File: config.mk
export PLATFORM = sky130hd
export DESIGN_NAME = rf_sweep_ctrl
export DESIGN_NICKNAME = d
export VERILOG_FILES = /design/src/rtl/rf_pkg.sv /design/src/rtl/rf_addr_cnt.sv /design/src/rtl/rf_sweep_ctrl.sv
export SDC_FILE = /design/constraint.sdc
export NUM_CORES = 1
export LEC_CHECK = 0
export ABC_AREA = 0
export BUFFER_PORTS_ARGS = -buffer_cell sky130_fd_sc_hd__buf_2
export CAP_MARGIN = 20
export CORE_MARGIN = 2
export CORE_UTILIZATION = 35
export CTS_CLUSTER_DIAMETER = 80
export CTS_CLUSTER_SIZE = 25
export DETAILED_ROUTE_END_ITERATION = 7
export GPL_TIMING_DRIVEN = 0
export HOLD_SLACK_MARGIN = 0.08
export SLEW_MARGIN = 20
export SYNTH_ARGS = -nofsm -noshare
export SYNTH_HDL_FRONTEND = slang
export SYNTH_SLANG_ARGS = --single-unit
File: constraint.sdc
create_clock -name clk -period 3.6 [get_ports clk]
set_input_delay 0.36 -clock clk [delete_from_list [all_inputs] [get_ports clk]]
set_output_delay 0.36 -clock clk [all_outputs]
set_load 0.01 [all_outputs]
File: src/rtl/rf_pkg.sv
// Shared constants for the register-file sweep controller: FSM state encoding
// and sweep mode values.
package rf_pkg;

   typedef enum logic [2:0] {
      ST_IDLE  = 3'd0,
      ST_FILL  = 3'd1,
      ST_DUMP  = 3'd2,
      ST_DRAIN = 3'd3,
      ST_DONE  = 3'd4
   } state_e;

   localparam logic MODE_DUMP = 1'b0;
   localparam logic MODE_FILL = 1'b1;

endpackage

File: src/rtl/rf_addr_cnt.sv
// AW-bit sweep pointer with synchronous clear and increment; wraps naturally
// to 0 after the all-ones entry, which is flagged on 'last'.
module rf_addr_cnt #(
   parameter int AW = 5
) (
   input  logic          clk,
   input  logic          rst,
   input  logic          clr,
   input  logic          inc,
   output logic [AW-1:0] ptr,
   output logic          last
);

   logic [AW-1:0] ptr_q;
   logic [AW-1:0] ptr_d;

   always_comb begin
      // NOTE: the hold assignment comes first so every path assigns ptr_d; no latch.
      ptr_d = ptr_q;
      if (clr) begin
         ptr_d = '0;
      end else if (inc) begin
         ptr_d = ptr_q + 1'b1;
      end
   end

   always_ff @(posedge clk or posedge rst) begin
      // NOTE: non-blocking so every flop samples pre-edge values regardless of block order.
      if (rst) begin
         ptr_q <= '0;
      end else begin
         ptr_q <= ptr_d;
      end
   end

   assign ptr  = ptr_q;
   assign last = &ptr_q;

endmodule

File: src/rtl/rf_sweep_ctrl.sv
// Register-file sweep controller: FILL writes one value to every entry, DUMP
// streams every entry out on a valid/ready port. Define RF_SWEEP_CHECKSUM_EN to add a checksum output.
module rf_sweep_ctrl
   import rf_pkg::*;
#(
   parameter int AW = 5,
   parameter int DW = 16
) (
   input  logic          clk,
   input  logic          rst,
   input  logic          start,
   input  logic          mode,
   input  logic [DW-1:0] fill_val,
   output logic          busy,
   output logic          done,
   output logic [AW-1:0] rf_ra,
   input  logic [DW-1:0] rf_rd,
   output logic [AW-1:0] rf_wa,
   output logic [DW-1:0] rf_wd,
   output logic          rf_we,
   output logic [DW-1:0] out_data,
   output logic [AW-1:0] out_addr,
   output logic          out_valid,
   input  logic          out_ready
`ifdef RF_SWEEP_CHECKSUM_EN
   ,
   output logic [DW-1:0] checksum
`endif
);

   state_e        state_q;
   state_e        state_d;
   logic [DW-1:0] fill_q;
   logic [DW-1:0] fill_d;
   logic [DW-1:0] out_data_q;
   logic [DW-1:0] out_data_d;
   logic [AW-1:0] out_addr_q;
   logic [AW-1:0] out_addr_d;
   logic          out_valid_q;
   logic          out_valid_d;

   logic [AW-1:0] ptr;
   logic          ptr_last;
   logic          accept;
   logic          load;
   logic          xfer;
   logic          cnt_inc;

   rf_addr_cnt #(.AW(AW)) u_ptr (
      .clk  (clk),
      .rst  (rst),
      .clr  (accept),
      .inc  (cnt_inc),
      .ptr  (ptr),
      .last (ptr_last)
   );

   // State register
   always_ff @(posedge clk or posedge rst) begin
      if (rst) begin
         state_q <= ST_IDLE;
      end else begin
         state_q <= state_d;
      end
   end

   // Next-state logic
   always_comb begin
      state_d = state_q;
      unique case (state_q)
         ST_IDLE:  if (start) state_d = (mode == MODE_FILL) ? ST_FILL : ST_DUMP;
         ST_FILL:  if (ptr_last) state_d = ST_DONE;
         ST_DUMP:  if (load && ptr_last) state_d = ST_DRAIN;
         ST_DRAIN: if (xfer) state_d = ST_DONE;
         ST_DONE:  state_d = ST_IDLE;
         default:  state_d = ST_IDLE;
      endcase
   end

   // Output / control decode
   always_comb begin
      busy    = (state_q != ST_IDLE);
      done    = (state_q == ST_DONE);
      rf_we   = (state_q == ST_FILL);
      accept  = (state_q == ST_IDLE) && start;
      xfer    = out_valid_q && out_ready;
      // The output register reloads whenever it is empty or being drained this cycle.
      load    = (state_q == ST_DUMP) && (!out_valid_q || out_ready);
      cnt_inc = rf_we || load;
   end

   always_comb begin
      fill_d      = fill_q;
      out_data_d  = out_data_q;
      out_addr_d  = out_addr_q;
      out_valid_d = out_valid_q;
      if (accept) begin
         fill_d = fill_val;
      end
      if (load) begin
         out_data_d  = rf_rd;
         out_addr_d  = ptr;
         out_valid_d = 1'b1;
      end else if (state_q == ST_DRAIN && xfer) begin
         out_valid_d = 1'b0;
      end
   end

   always_ff @(posedge clk or posedge rst) begin
      if (rst) begin
         fill_q      <= '0;
         out_data_q  <= '0;
         out_addr_q  <= '0;
         out_valid_q <= 1'b0;
      end else begin
         fill_q      <= fill_d;
         out_data_q  <= out_data_d;
         out_addr_q  <= out_addr_d;
         out_valid_q <= out_valid_d;
      end
   end

`ifdef RF_SWEEP_CHECKSUM_EN
   logic [DW-1:0] checksum_q;
   logic [DW-1:0] checksum_d;

   // Running sum of accepted words, wrapping modulo 2^DW.
   always_comb begin
      checksum_d = checksum_q;
      if (accept) begin
         checksum_d = '0;
      end else if (xfer) begin
         checksum_d = checksum_q + out_data_q;
      end
   end

   always_ff @(posedge clk or posedge rst) begin
      if (rst) begin
         checksum_q <= '0;
      end else begin
         checksum_q <= checksum_d;
      end
   end

   assign checksum = checksum_q;
`endif

   assign rf_ra     = ptr;
   assign rf_wa     = ptr;
   assign rf_wd     = fill_q;
   assign out_data  = out_data_q;
   assign out_addr  = out_addr_q;
   assign out_valid = out_valid_q;

endmodule

==> results of run 1 <==
-- kinds of logic after synthesis --
group	synth area share, %
DFF	58.3
muxes	21.0
and+or+nand+nor	7.60
AOI/OAI and AO/OA	6.72
buffers and inverters	5.07
adders and majority gates	1.27
-- final cells by class --
cell class                 instances  area [sq um]
clock buffer                       7          86.3
tap                               72          90.1
fill                             529          2850
inverter                           5          18.8
buffer                            12          81.3
clock inverter                     1          5.00
multi-input combinational         84           723
sequential                        46          1150
timing repair buffer              88           463
-- flip-flops by register name (all words and copies together) (netlist names) --
name,flops
out_data,16
rf_wd,16
out_addr,5
u_ptr.ptr,5
state_q,3
out_valid,1
-- cells in the mapped netlist, drive strengths merged --
library cell   n  share of area (%)
nor4b          1               0.76
nand2          4               0.76
dfrtp         46                 58
nand2b         1               0.32
a2bb2oi        1               0.44
and2           1               0.32
o21ai          5                1.3
clkbuf         2               0.38
a41o           1               0.51
or3            1               0.32
a21oi          3               0.76
a2111oi        1               0.44
buf           10                3.7
o211ai         1               0.38
nor3           1               0.25
nor2b          5                1.6
inv            5               0.95
a22o           1               0.44
a31oi          1               0.32
a31o           1               0.44
mux2i          1               0.51
mux2          36                 21
nor2           5                1.1
o31ai          1               0.38
nand3b         2               0.76
nand3          3               0.76
nor3b          1               0.38
o41ai          2               0.89
o31a           1               0.44
ha             2                1.3
and3           1               0.32
-- critical path, delay by kind of cell, from the launching register on --
family,cells,cell delay (ps)
AO/OA/AOI/OAI,2,720
AND/OR/NAND/NOR,2,380
adder cells (fa/ha/maj),2,450
flip-flops,1,460
-- stage by stage --
step	std cells	power, uW
after floorplan	147	1610
after global placement	306	2000
after detailed placement	307	2030
after CTS	315	2360
after global routing	315	2510
final	315	2320
-- power by group --
group | switching [uW] | internal [uW]
registers | 160 | 772
logic | 513 | 559
clock network | 165 | 155
total | 838 | 1490
-- how the worst max path moves through the flow --
stage | from | end | slack (ps)
final | u_ptr.ptr[0] | state_q[2] | 1500
after global routing | u_ptr.ptr[0] | state_q[2] | 1290
after CTS | u_ptr.ptr[0] | state_q[2] | 1500
after detailed placement | u_ptr.ptr[0] | state_q[2] | 1530
after global placement | rst | out_addr[0] | 1460
after floorplan | u_ptr.ptr[0] | state_q[2] | 1700
-- layer usage --
| metal | up-vias | share of wire [%] | GRT usage (%) |
|---|---|---|---|
| met3 | 2 | 8.8 | 4.89 |
| met4 | 0 | 0.60 | 5.17 |
| met5 | - | 0 | 0 |
| met2 | 67 | 45 | 22.0 |
| li1 | 703 | - | - |
| met1 | 720 | 45 | 18.2 |
==> flow_metrics.env, run 1 <==
export IMPL_relSlewSlack_pct=55.6
export IMPL_power_density_mw_per_mm2=888
export IMPL_clock_root_buffer="clkbuf_8"
export IMPL_max_freq_ghz=0.476
export IMPL_drt_iter0_drc=33
export IMPL_dieArea_sq_mm=0.00626
export IMPL_pin_count=88
export IMPL_final_common_cell="buf_2"
export IMPL_final_cell_mix="buf_2, dfrtp_1, mux2_2"
export IMPL_syn_inst=147
export IMPL_ff2ff_path_depth=6
export IMPL_wl_mm=4.17
export IMPL_reg2reg_to="state_q[2]"
export IMPL_whs_ps=158
export IMPL_timing_setup_tns_ps=0
export IMPL_worst_slew_pin_slew_ps=665
export IMPL_post_route_min_period_ps=2100
export IMPL_r2r_setup_slack_ps=1500
export IMPL_hold_violations=0
export IMPL_finalWeightedCongestion=0.735
export IMPL_maxSlewViolCount=0
export IMPL_post_dp_cell_area_sq_mm=0.00253
export IMPL_syn_nets=186
export IMPL_port_buffers=87
export IMPL_avgSynthCellArea_sq_um=13.4
export IMPL_seq_area_frac_synth_pct=58.3
export IMPL_cts_made_buffers=5
export IMPL_rsz0062_at_grt="no"
export IMPL_dp_hpwl_mm=3.08
export IMPL_ys_ff_latch=46
export IMPL_crit_chain="ha_1 -> and3_1 -> ha_1 -> a2111oi_0 -> a31oi_1 -> and2_1"
export IMPL_period_share_pct=58.4
export IMPL_crit_type="reg -> reg"
export IMPL_drive_gt1_share_pct=59.7
export IMPL_first_pass_iters=4
export IMPL_coreArea_sq_mm=0.00547
export IMPL_status="finished clean"
export IMPL_post_place_ws_ps=1530
export IMPL_postCtsSetupRepairBufs=0
export IMPL_worstPathRequired_ps=3790
export IMPL_fin_util_pct=47.9
export IMPL_die_w_um=79.1
export IMPL_antenna_cells=0
export IMPL_antenna_found_initial=0
export IMPL_initial_core_util_pct=36.1
export IMPL_clock_latency_ps=290
export IMPL_netlist_area_sq_mm=0.00197
export IMPL_cp_slowest_cell="a2111oi_0"
export IMPL_die_h_um=79.1
export IMPL_r2r_start="u_ptr.ptr[0]"
export IMPL_setup_viol=0
export IMPL_cts_htree_levels=2
export IMPL_clk_pin_slew_ps=80
export IMPL_viasPerCell=4.74
export IMPL_crit_fanout=7
export IMPL_grt_total_usage_pct=14.1
export IMPL_cts_sinks=46
export IMPL_peakVddDrop_mv=0.367
export IMPL_rows=27
export IMPL_cts_resized=0
export IMPL_antenna_left=0
export IMPL_crit_arrival_ps=2290
export IMPL_area_growth_pct=32.6
export IMPL_gr_total_overflow=0
export IMPL_ctsHoldBuffers=0
export IMPL_crit_path_start_kind="flip-flop"
export IMPL_cts_tree="done"
export IMPL_hold_class="in -> async"
export IMPL_max_stage_delay_ps=610
export IMPL_avgRoutedWirePerCell_um=13.2
export IMPL_fin_area_sq_mm=0.00262
export IMPL_grt_pass1_vias=1508
export IMPL_crit_path_end_kind="flip-flop"
export IMPL_cpMostUsedCell="ha_1"
export IMPL_p_leak_uw=0.00133
export IMPL_maxCapViolCount=0
export IMPL_grt_first_pass_wirelength_mm=6.93
export IMPL_final_nets=281
export IMPL_fin_ws_ps=1500
export IMPL_yosysWarnings=0
export IMPL_vias=1492
export IMPL_drc_errors=0
export IMPL_finClkSkew_ps=4.69
export IMPL_clockBufferDepth=2
export IMPL_grt_max_degree=30
export IMPL_ys_types=34
Power figures use the tool's default switching activity.
==> inputs of run 2 (changes only) <==
--- a/config.mk
+++ b/config.mk
@@ -5,7 +5,7 @@
 export SDC_FILE = /design/constraint.sdc
 export NUM_CORES = 1
 export LEC_CHECK = 0
-export ABC_AREA = 0
+export ABC_AREA = 1
 export BUFFER_PORTS_ARGS = -buffer_cell sky130_fd_sc_hd__buf_2
 export CAP_MARGIN = 20
 export CORE_MARGIN = 2
==> constraint.sdc (replaced) <==
create_clock -name clk -period 2.15 [get_ports clk]
set_input_delay 0.215 -clock clk [delete_from_list [all_inputs] [get_ports clk]]
set_output_delay 0.215 -clock clk [all_outputs]
set_load 0.01 [all_outputs]
==> run 2 against run 1 <==
  * Setup slack worse by 950 ps
  * Critical endpoint is now state_q[1]
  * Global-route usage grew 0.80 points
  * Sequential power increased by 55%
  * Largest cell class unchanged
  * Critical path type unchanged
  * Non-clock buffer count up 6
==> flow_metrics.env, run 2 <==
export IMPL_clockBufferDepth=2
export IMPL_netlist_area_sq_mm=0.00206
export IMPL_fillers=571
export IMPL_max_freq_ghz=0.623
export IMPL_dieArea_sq_mm=0.00652
export IMPL_synth_ff_type="dfrtp_1"
export IMPL_syn_inst=241
export IMPL_initial_core_util_pct=36.7
export IMPL_p_seq_share_pct=39.9
export IMPL_status="finished clean"
export IMPL_drt_iter0_drc=88
export IMPL_instances_no_fill=410
export IMPL_cts_htree_levels=2
export IMPL_peakVddDrop_mv=0.519
export IMPL_cts_tree="done"
export IMPL_area_growth_pct=32.5
export IMPL_dp_hpwl_mm=3.49
export IMPL_viasPerCell=4.52
export IMPL_cts_made_buffers=5
export IMPL_drc_errors=0
export IMPL_avgRoutedWirePerCell_um=11.5
export IMPL_finalPower_uw=3620
export IMPL_finalWeightedCongestion=0.801
export IMPL_p_leak_uw=0.00161
export IMPL_grt_first_pass_wirelength_mm=7.67
export IMPL_coreArea_sq_mm=0.00561
export IMPL_drive_gt1_share_pct=34.9
export IMPL_antenna_cells=0
export IMPL_ys_ff_latch=46
export IMPL_crit_fanout=7
export IMPL_maxCapViolCount=0
export IMPL_clk_pin_slew_ps=90
export IMPL_rsz0062_at_grt="no"
export IMPL_yosysWarnings=0
export IMPL_setup_viol=0
export IMPL_relSlewSlack_pct=66.3
export IMPL_vias=1854
export IMPL_grt_pass1_vias=1649
export IMPL_syn_nets=280
export IMPL_rows=27
export IMPL_pin_count=88
export IMPL_power_internal_uw=2180
export IMPL_yosysTopAreaCellShare_pct=55.9
export IMPL_ys_types=22
export IMPL_post_synth_top_count_cell="nand2_1"
export IMPL_final_nets=376
export IMPL_crit_chain="ha_1 -> nand2_1 -> nor2_1 -> ha_1 -> nand2_1 -> nand2_1 -> nand2_1 -> o21a_1"
export IMPL_maxSlewViolCount=0
export IMPL_worstPathRequired_ps=2340
export IMPL_synthTopCellsByCount="nand2_1, dfrtp_1, nand3_1"
export IMPL_post_place_ws_ps=547
export IMPL_synth_edff_count=0
export IMPL_die_w_um=80.7
export IMPL_postCtsSetupRepairBufs=0
export IMPL_clock_root_buffer="clkbuf_8"
export IMPL_worst_slew_pin_slew_ps=505
export IMPL_cpMostUsedCell="nand2_1"
export IMPL_antenna_found_initial=0
export IMPL_max_stage_delay_ps=490
export IMPL_period_share_pct=74.6
export IMPL_crit_arrival_ps=1790
export IMPL_regArea_sq_mm=0.00115
export IMPL_synth_top_area_cell="dfrtp_1"
export IMPL_avgSynthCellArea_sq_um=8.55
export IMPL_async_flop_share_pct=100
export IMPL_swShare_pct=39.7
export IMPL_dp_cells=401
export IMPL_antenna_left=0
export IMPL_wl_mm=4.70
export IMPL_post_route_min_period_ps=1600
export IMPL_clock_latency_ps=290
export IMPL_final_cell_mix="buf_2, nand2_1, dfrtp_1"
export IMPL_power_density_mw_per_mm2=1320
export IMPL_timing_setup_tns_ps=0
export IMPL_crit_path_start_kind="flip-flop"
export IMPL_multiInputGateArea_sq_um=708
export IMPL_port_buffers=87
export IMPL_fin_ws_ps=545
export IMPL_first_pass_iters=4
export IMPL_combPwrFrac_pct=42.4
export IMPL_final_common_cell="buf_2"
export IMPL_cp_slowest_cell="dfrtp_1"
export IMPL_gr_total_overflow=0
export IMPL_hold_class="in -> reg"
export IMPL_crit_type="reg -> reg"
export IMPL_seq_area_frac_synth_pct=55.9
export IMPL_grt_max_degree=29
export IMPL_crit_buf_inv=0
export IMPL_crit_path_end_kind="flip-flop"
export IMPL_power_switching_uw=1440
export IMPL_cts_sinks=46
export IMPL_die_h_um=80.7
export IMPL_grt_total_usage_pct=14.9
export IMPL_hold_violations=0
export IMPL_synth_area_leaders="dfrtp_1, nand2_1, nand3_1"
export IMPL_power_frac_clock_pct=17.7
export IMPL_cp_top_family="flip-flops"
export IMPL_finClkSkew_ps=6.07
## run 2: logic make-up (layout without fill, tap and decap cells)
group	count (synthesis)	count (layout)	share of synthesized area, %
AND/OR/NAND/NOR	129	129	27.7
flip-flops	46	46	55.9
buffers and inverters	43	140	9.78
AO/OA/AOI/OAI	20	20	4.98
adder cells (fa/ha/maj)	2	2	1.21
XOR/XNOR	1	1	0.425
## run 2: per-layer routing
layer	part of all wire, %	global-route usage [%]	vias up
met4	0.47	2.03	0
li1	-	-	948
met3	9.1	4.22	2
met2	42	24.8	82
met5	0	0	-
met1	48	20.0	822
## run 2: final timing paths
path / end / slack, ps / cells after the start / from
min: out_data[8] / 150 / 3 / rf_rd[8]
max in group asynchronous: out_valid / 1220 / 4 / rst
max reg2reg: state_q[1] / 550 / 8 / u_ptr.ptr[1]
max: state_q[1] / 550 / 8 / u_ptr.ptr[1]
min in group asynchronous: rf_wd[14] / 450 / 3 / rst
min reg2reg: out_data[6] / 470 / 2 / out_data[6]
## run 2: power by group through the flow
stage,registers [uW],clock network [uW],logic (uW)
finish,1440,640,1530
global route,1490,709,1750
CTS,1440,666,1560
detailed placement,1450,0,1570
global placement,1460,0,1530
floorplan,1600,0,800
## run 2: cell type report
class / count / share of cell area (%)
buffer: 17 / 3.80
multi-input combinational: 152 / 25.9
timing repair buffer: 89 / 17.0
sequential: 46 / 42.2
clock inverter: 3 / 1.65
tap: 72 / 3.30
clock buffer: 5 / 2.52
inverter: 26 / 3.57
## run 2: stage by stage
stage | hold WS (ps) | util [%] | cell area, sq um
finish | 148 | 48.7 | 2730
detailed placement | 246 | 46.5 | 2610
global route | 126 | 48.7 | 2730
CTS | 133 | 48.7 | 2730
global placement | 447 | 46.1 | 2590
floorplan | 358 | - | 2060
## run 2: worst min-delay path: cells and delay by family
family | cells | cell delay, ps
buffers and inverters | 1 | 80
AND/OR/NAND/NOR | 2 | 120
## run 2: repair_timing
| item | in CTS | in global routing |
|---|---|---|
| hold endpoints to repair | 18 | 0 |
| resized for setup | 0 | 0 |
| hold buffers | 1 | 0 |
==> inputs of run 3 (changes only) <==
--- a/config.mk
+++ b/config.mk
@@ -5,7 +5,7 @@
 export SDC_FILE = /design/constraint.sdc
 export NUM_CORES = 1
 export LEC_CHECK = 0
-export ABC_AREA = 1
+export ABC_AREA = 0
 export BUFFER_PORTS_ARGS = -buffer_cell sky130_fd_sc_hd__buf_2
 export CAP_MARGIN = 20
 export CORE_MARGIN = 2
==> constraint.sdc (replaced) <==
create_clock -name clk -period 1.39 [get_ports clk]
set_input_delay 0.139 -clock clk [delete_from_list [all_inputs] [get_ports clk]]
set_output_delay 0.139 -clock clk [all_outputs]
set_load 0.01 [all_outputs]
==> run 3 against run 2 <==
  * The run now ends with negative setup slack left
  * Combinational power grew to 2.6 times the previous value
  * Total power increased by 110%
  * Final cell count fell by 11%
  * Sequential share of layout area fell by 8.0 points
  * Non-clock buffer count rose by 44
  * Hold slack got worse by 31 ps
  * Core utilization grew 13 points
  * Via count fell by 8.1%
  * Register-to-register slack worse by 760 ps
  * Sequential cell count did not move
  * Sequential power is 72% higher
==> flow_metrics.env, run 3 (same netlist as run 1, synthesis figures left out) <==
export IMPL_antenna_found_initial=0
export IMPL_gr_total_overflow=0
export IMPL_ff2ff_path_depth=6
export IMPL_clock_root_buffer="clkbuf_8"
export IMPL_cpMostUsedCell="ha_4"
export IMPL_period_share_pct=116
export IMPL_post_route_min_period_ps=1610
export IMPL_vias=1703
export IMPL_power_switching_uw=2600
export IMPL_rows=27
export IMPL_swShare_pct=35.1
export IMPL_violations="negative setup slack"
export IMPL_worstPathRequired_ps=1580
export IMPL_final_common_cell="buf_2"
export IMPL_final_nets=331
export IMPL_clock_latency_ps=290
export IMPL_peakVddDrop_mv=1.06
export IMPL_p_leak_uw=0.00168
export IMPL_p_seq_share_pct=33.3
export IMPL_drc_errors=0
export IMPL_cts_made_buffers=5
export IMPL_fillers=451
export IMPL_drt_iter0_drc=41
export IMPL_crit_path_start_kind="flip-flop"
export IMPL_grt_first_pass_wirelength_mm=8.51
export IMPL_cts_sinks=46
export IMPL_dp_hpwl_mm=3.13
export IMPL_hold_class="in -> reg"
export IMPL_cp_slowest_cell="dfrtp_2"
export IMPL_fin_ws_ps=-220
export IMPL_max_stage_delay_ps=430
export IMPL_coreArea_sq_mm=0.00547
export IMPL_crit_chain="ha_4 -> and3_4 -> ha_4 -> a2111oi_4 -> a31oi_1 -> and2_1"
export IMPL_crit_type="reg -> reg"
export IMPL_maxCapViolCount=0
export IMPL_grt_total_usage_pct=17.7
export IMPL_power_frac_clock_pct=13.3
export IMPL_finClkSkew_ps=6.84
export IMPL_antenna_cells=0
export IMPL_port_buffers=87
export IMPL_rsz0062_at_grt="yes"
export IMPL_cp_top_family="flip-flops"
export IMPL_hold_violations=0
export IMPL_final_cell_mix="buf_2, dfrtp_1, dlygate4sd3_1"
export IMPL_maxSlewViolCount=0
export IMPL_pin_count=88
export IMPL_die_w_um=79.1
export IMPL_status="complete, but fails checks"
export IMPL_avgRoutedWirePerCell_um=14.4
export IMPL_clk_pin_slew_ps=90
export IMPL_finalWeightedCongestion=0.761
export IMPL_area_growth_pct=71.5
export IMPL_relSlewSlack_pct=78.2
export IMPL_die_h_um=79.1
export IMPL_power_internal_uw=4820
export IMPL_crit_arrival_ps=1800
export IMPL_initial_core_util_pct=36.1
export IMPL_grt_pass1_vias=1763
export IMPL_crit_path_end_kind="flip-flop"
export IMPL_crit_buf_inv=0
export IMPL_drive_gt1_share_pct=64.5
export IMPL_worst_slew_pin_slew_ps=327
export IMPL_antenna_left=0
export IMPL_dieArea_sq_mm=0.00626
export IMPL_combPwrFrac_pct=53.4
export IMPL_cts_tree="done"
export IMPL_finalPower_uw=7420
export IMPL_fin_util_pct=61.9
export IMPL_power_density_mw_per_mm2=2190
export IMPL_cts_htree_levels=2
export IMPL_whs_path_depth=2
export IMPL_clockBufferDepth=2
export IMPL_grt_max_degree=34
export IMPL_viasPerCell=4.67
export IMPL_first_pass_iters=4
export IMPL_wl_mm=5.25
export IMPL_crit_fanout=2
export IMPL_cp_depth=6
export IMPL_setup_viol=42
export IMPL_max_freq_ghz=0.621
run 3: cell types whose count changed in the layout (fill, tap and decap cells not counted), sizes merged, moves of 5 or more:
cell	change
o21ai	-13
nand4	-7
nand2	-75
buf	+17
nor2b	+5
nand3	-27
dlygate4sd3	+31
mux2	+36
inv	-21
run 3: repair_timing:
item	in CTS	in global routing
endpoints found under the setup margin	46	48
pin swaps	2	7
gates cloned	1	0
hold buffers	32	0
buffers inserted	11	7
resized for setup	40	23
endpoints found under the hold margin	44	0
run 3: per-stage QoR:
step                      hold WS [ps]  cells  setup WS, ps  instance area (sq um)  setup TNS [ps]
after floorplan                    289    147          -189                   2030           -1770
after global placement             370    306          -696                   2550          -33860
after detailed placement           111    307          -304                   2570           -8910
after CTS                         92.8    359          -204                   3260           -5400
after global routing               102    365          -287                   3390           -5970
final                              117    365          -220                   3390           -3050
run 3: final timing paths:
kind	from	slack [ps]	endpoint
setup / recovery	u_ptr.ptr[1]	-220	state_q[2]
hold / removal	rf_rd[8]	120	out_data[8]
setup reg to reg	u_ptr.ptr[1]	-220	state_q[2]
hold reg to reg	out_addr[2]	500	out_addr[2]
max in group asynchronous	rst	560	state_q[2]
min in group asynchronous	rst	340	out_data[12]
run 3: routing by layer:
layer,share of wire (%),track usage (%)
met1,42,22.3
met2,51,29.7
met3,5.3,4.43
met4,1.9,5.86
met5,0,0
run 3: final cells by class:
| type | count | area [sq um] | area share [%] |
|---|---|---|---|
| flip-flops and latches | 46 | 1160 | 34.2 |
| repair buffers | 139 | 988 | 29.2 |
| multi-input cells | 84 | 923 | 27.3 |
| plain buffers | 11 | 98.8 | 2.92 |
| well taps | 72 | 90.1 | 2.66 |
| clock buffers | 5 | 68.8 | 2.03 |
| clock inverters | 3 | 40.0 | 1.18 |
| inverters | 5 | 18.8 | 0.554 |
run 3: power by group through the flow:
stage                     Combinational [uW]  Sequential (uW)  Clock (uW)
after global routing                    4290             2580        1080
after global placement                  2820             2450           0
after CTS                               3680             2430        1010
after floorplan                         1520             2740           0
after detailed placement                2880             2480           0
final                                   3970             2470         986
run 3: worst register-to-register path, stage by stage, from the launching register on:
cell	delay (ps)
dfrtp_2	430
ha_4	160
and3_4	180
ha_4	160
a2111oi_4	310
a31oi_1	100
and2_1	160
